**config.mk**
```make
export PLATFORM = sky130hd
export DESIGN_NAME = seven_segment_scheduler
export DESIGN_NICKNAME = d
export VERILOG_FILES = /design/src/rtl/seven_segment_scheduler.sv
export SDC_FILE = /design/constraint.sdc
export NUM_CORES = 1
export LEC_CHECK = 0
export CAP_MARGIN = 30
export CORE_UTILIZATION = 35
export CTS_CLUSTER_SIZE = 28
export DETAILED_ROUTE_END_ITERATION = 16
export DONT_BUFFER_PORTS = 1
export GPL_TIMING_DRIVEN = 0
export PLACE_DENSITY = 0.6
export SLEW_MARGIN = 30
export SYNTH_ARGS = -nofsm -noshare
export SYNTH_HDL_FRONTEND = slang
export SYNTH_SLANG_ARGS = --single-unit
```
**constraint.sdc**
```tcl
create_clock -name clk -period 2.7 [get_ports clk]
set_input_delay 0.27 -clock clk [delete_from_list [all_inputs] [get_ports clk]]
set_output_delay 0.27 -clock clk [all_outputs]
set_load 0.02 [all_outputs]
```
**src/rtl/seven_segment_scheduler.sv**
```systemverilog
// Round-robin scheduler sharing one two-digit seven-segment display among several requesters.
// Also holds the seven_segment decoder it instantiates, so the block stays in one file.

module seven_segment (
  input  logic [4:0] number,
  output logic [6:0] tens_digit,
  output logic [6:0] ones_digit
);

  // Active-high segments, bit order {g,f,e,d,c,b,a}
  function automatic logic [6:0] pattern(input logic [3:0] d);
    case (d)
      4'd0:    return 7'h3F;
      4'd1:    return 7'h06;
      4'd2:    return 7'h5B;
      4'd3:    return 7'h4F;
      4'd4:    return 7'h66;
      4'd5:    return 7'h6D;
      4'd6:    return 7'h7D;
      4'd7:    return 7'h07;
      4'd8:    return 7'h7F;
      4'd9:    return 7'h6F;
      default: return 7'h00;
    endcase
  endfunction

  logic [3:0] tens_val;
  logic [3:0] ones_val;

  assign tens_val   = 4'(number / 5'd10);
  assign ones_val   = 4'(number % 5'd10);
  assign tens_digit = pattern(tens_val);
  assign ones_digit = pattern(ones_val);

endmodule

module seven_segment_scheduler #(
  parameter int unsigned NUM_REQ     = 4,
  parameter int unsigned HOLD_CYCLES = 16,
  parameter int unsigned SCAN_DIV    = 4
) (
  input  logic                   clk,
  input  logic                   reset,
  input  logic [NUM_REQ-1:0]     req,
  input  logic [5*NUM_REQ-1:0]   value_bus,
  output logic [NUM_REQ-1:0]     grant,
  output logic                   busy,
  output logic [2:0]             shown_id,
  output logic                   done,
  output logic [6:0]             seg,
  output logic [1:0]             digit_sel
);

  localparam int unsigned IdW   = $clog2(NUM_REQ);
  localparam int unsigned HoldW = $clog2(HOLD_CYCLES + 1);
  localparam int unsigned ScanW = $clog2(SCAN_DIV + 1);

  typedef enum logic {StIdle, StShow} state_e;

  state_e             state_q;
  logic [NUM_REQ-1:0] grant_q;
  logic [2:0]         shown_id_q;
  logic [2:0]         last_id_q;
  logic [4:0]         shown_val_q;
  logic [HoldW-1:0]   hold_cnt_q;
  logic [ScanW-1:0]   scan_cnt_q;
  logic               phase_ones_q;

  logic               found;
  logic [IdW-1:0]     cand;
  logic [2:0]         winner;
  logic [4:0]         winner_val;
  logic [4:0]         sat_val;
  logic [6:0]         tens_digit;
  logic [6:0]         ones_digit;

  // Search starts just after the last winner so a held request drops to lowest priority
  always_comb begin
    found  = 1'b0;
    cand   = '0;
    winner = '0;
    for (int unsigned k = 1; k <= NUM_REQ; k++) begin
      cand = IdW'((32'(last_id_q) + k) % NUM_REQ);
      if (!found && req[cand]) begin
        found  = 1'b1;
        winner = 3'(cand);
      end
    end
  end

  assign winner_val = value_bus[5*winner +: 5];
  assign sat_val    = (winner_val > 5'd30) ? 5'd30 : winner_val;

  always_ff @(posedge clk) begin
    if (reset) begin
      state_q      <= StIdle;
      grant_q      <= '0;
      shown_id_q   <= '0;
      last_id_q    <= 3'(NUM_REQ - 1);
      shown_val_q  <= '0;
      hold_cnt_q   <= '0;
      scan_cnt_q   <= '0;
      phase_ones_q <= 1'b0;
    end else begin
      grant_q <= '0;
      case (state_q)
        StIdle: begin
          if (found) begin
            state_q      <= StShow;
            grant_q      <= NUM_REQ'(1) << winner;
            shown_id_q   <= winner;
            last_id_q    <= winner;
            shown_val_q  <= sat_val;
            hold_cnt_q   <= '0;
            scan_cnt_q   <= '0;
            phase_ones_q <= 1'b0;
          end
        end
        StShow: begin
          if (hold_cnt_q == HoldW'(HOLD_CYCLES - 1)) begin
            state_q <= StIdle;
          end else begin
            hold_cnt_q <= hold_cnt_q + 1'b1;
          end
          if (scan_cnt_q == ScanW'(SCAN_DIV - 1)) begin
            scan_cnt_q   <= '0;
            phase_ones_q <= ~phase_ones_q;
          end else begin
            scan_cnt_q <= scan_cnt_q + 1'b1;
          end
        end
        default: state_q <= StIdle;
      endcase
    end
  end

  seven_segment u_decode (
    .number     (shown_val_q),
    .tens_digit (tens_digit),
    .ones_digit (ones_digit)
  );

  assign grant     = grant_q;
  assign shown_id  = shown_id_q;
  assign busy      = (state_q == StShow);
  assign done      = busy && (hold_cnt_q == HoldW'(HOLD_CYCLES - 1));
  assign digit_sel = !busy ? 2'b00 : (phase_ones_q ? 2'b01 : 2'b10);
  assign seg       = !busy ? 7'b0 : (phase_ones_q ? ones_digit : tens_digit);

endmodule

```
==> metrics <==
Achievable Freq 367 MHz; PwrDens 504 nW/um2; Final Setup Violations 2; CTS Buf Count 3; Clock Tree Buf Depth 2; I/O pin count 44; Slew Viols, Final 0; hold endpoint grant[1]; Final Skew 1.77 ps; kind of critical path flop to primary output; clk_lat worst skew 260 ps; Most used DFF post-synth dfxtp_1; Worst Hold Class input port to flop; routed vias 1552; Die Ht 70.4 um; grt ovf 0; VDD IR max 0.264 mV; Switch Pwr 384 uW; register-to-register setup slack 560 ps; syn_nets 249; FF-to-FF End shown_val_q[0]; CP max FO 4; GP Congestion 0.781; GR peak layer met2; Yosys top cell by area dfxtp_1; DRC viols 0; H-tree lvl count 1; actual slew at the worst max-slew pin 689 ps; Startpoint Class flop; Row Count 24; Netlist cell types 48; power consumption 1.04 mW; port bufs 0; RSZ-0062 raised after global routing yes; largest net degree at the start of global routing 13; Fin. Hold Viols 0; met2 usage 0.269; setup_tns -22.7 ps; WHS Path Cells 2; Reg power frac 0.376; CTS Root Cell clkbuf_8; number of inserted diodes 0; area of the mapped netlist 1640 um2; Clock power frac 0.205; Ys Warns 0; DR iter-0 viols 126; drt pass-1 iters 4; vias per cell 5.50; Avg WL per Cell 13.9 um; HP Start reset; net switching fraction of the power 0.368; clock sinks 23; share of the yosys chip area belonging to registers 0.282; Die Span X 70.4 um; FF-to-FF Start last_id_q[0]; met1 usage 0.193; HPWL after detailed placement 2.71 mm; Worst EP arrival 2450 ps; Leak 0.832 nW; initial antenna violation count 0; Final #Nets 265; vias in the first global route 1472; most common cell in the netlist nand2_1; Int Power 659 uW; full die area 4950 um2; Initial Utilization 0.370; crit end category primary output; Final period util 1.01; Final Critical Period 2720 ps; Area Overhead vs Synth 26.7%; first-pass GRT wire length 6.37 mm; Gate power share 0.418; commonest cells in the netlist nand2_1 (26), nor2_1 (24), dfxtp_1 (23), a21oi_1 (17); Total Routed Length 3.91 mm; final setup margin -21.2 ps; grt met3 use 0.0303; Slew HR 0.540; Placeable Area 4410 um2; status finished, violations left; # hold bufs at CTS 0; CTS tree yes; largest cells by area after synthesis dfxtp_1 (28%), mux2i_1 (9.2%), ha_1 (6.1%); ANT nets after route 0; number of synthesized register bits 23; Async S/R FF share, synth 0; Clk pin slew, worst setup/hold paths 80 ps; Synth top area share 0.282; worst r2r path cells 6; Max Cap Viol 0; share of cells above drive strength 1 0.257; failing checks negative setup slack; post-synthesis cell count 215; Critical Path RT 2430 ps; Avg Cell Area, Syn 7.61 um2; EDFF count, synth 0; Tot GR Track Use 0.156
[power by group through the flow]
stage	Sequential [mW]	Combinational, mW	Clock, mW
2_1_floorplan	0.391	0.269	0
6_report	0.392	0.437	0.214
5_1_grt	0.395	0.475	0.233
3_3_place_gp	0.397	0.315	0
4_1_cts	0.390	0.388	0.220
3_5_place_dp	0.397	0.316	0
[routing by layer]
layer  vias to the layer above  wire length, um
li1                        788                -
met1                       725             1750
met2                        34             1940
met3                         5              183
met4                         0               37
met5                         -                0
[kinds of logic (layout without fill, tap and decap cells)]
| family | count (synthesis) | in the layout | share of synthesized area |
|---|---|---|---|
| AOI/OAI and AO/OA | 53 | 53 | 0.230 |
| xor gates and xnor gates | 3 | 3 | 0.0161 |
| adders and majority gates | 8 | 8 | 0.0612 |
| buffers and inverters | 25 | 40 | 0.0666 |
| DFF | 23 | 23 | 0.282 |
| muxes | 15 | 15 | 0.0918 |
| other | 1 | 1 | 0.00229 |
| and+or+nand+nor | 87 | 87 | 0.251 |
[critical path: stages, from the launching register on]
cell and delay, ps:
dfxtp_4 350, buf_6 120, nor2b_4 130, a21oi_4 80
ha_4 170, o31ai_4 220, a21boi_2 100, a21oi_2 170
xnor2_2 150, buf_4 150, ha_4 190, o311a_4 340
[repair_timing]
| action | 4_1_cts | 5_1_grt |
|---|---|---|
| pin swaps | 8 | 10 |
| buffers inserted | 8 | 3 |
| endpoints found under the setup margin | 7 | 7 |
| gates resized for setup | 38 | 15 |
[state kept, by name (all words and copies together), names as in the netlist]
signal and flops:
hold_cnt_q 5, shown_val_q 5, grant 4, scan_cnt_q 3
last_id_q 2, shown_id 2, busy 1, phase_ones_q 1
[cell type report]
| type | instances | area [um2] |
|---|---|---|
| plain buffers | 10 | 83.8 |
| clock buffers | 4 | 45.0 |
| fillers | 425 | 2340 |
| inverters | 15 | 56.3 |
| multi-input cells | 167 | 1270 |
| flip-flops and latches | 23 | 465 |
| well taps | 52 | 65.1 |
| repair buffers | 11 | 86.3 |
[stage by stage]
stage          setup slack [ps]  cells  cell area [um2]  hold WS [ps]  utilization
6_report                  -21.2    282             2070           198        0.469
3_5_place_dp               -284    267             1720           470        0.390
4_1_cts                   -52.2    279             1970           193        0.447
3_3_place_gp               -279    267             1720           466        0.390
5_1_grt                    -123    282             2070           206        0.469
2_1_floorplan              12.8    215             1660           447            -
[how the worst max path moves through the flow]
stage | cells past startpoint | from | to
detailed placement | 12 | shown_val_q[2] | seg[3]
CTS | 10 | shown_val_q[2] | seg[1]
global placement | 12 | shown_val_q[2] | seg[3]
global route | 13 | shown_val_q[2] | seg[4]
finish | 11 | shown_val_q[2] | seg[1]
floorplan | 10 | shown_val_q[4] | seg[1]
[layout by cell type (no fill, tap or decap), drive strengths merged, types with 2 or more instances in the layout]
master / instances
nand4: 2
a211oi: 3
a21oi: 17
or3: 3
nor2: 24
nor2b: 4
a32o: 3
a211o: 2
dfxtp: 23
nand2b: 5
nor3b: 2
clkbuf: 9
buf: 16
ha: 8
nor3: 5
and3: 3
o2bb2ai: 2
nand3: 7
or2: 2
nand2: 26
o21a: 3
o21ai: 7
xor2: 2
and2: 2
mux2i: 15
inv: 15
o31ai: 4
a22oi: 2
Power figures use the tool's default switching activity.
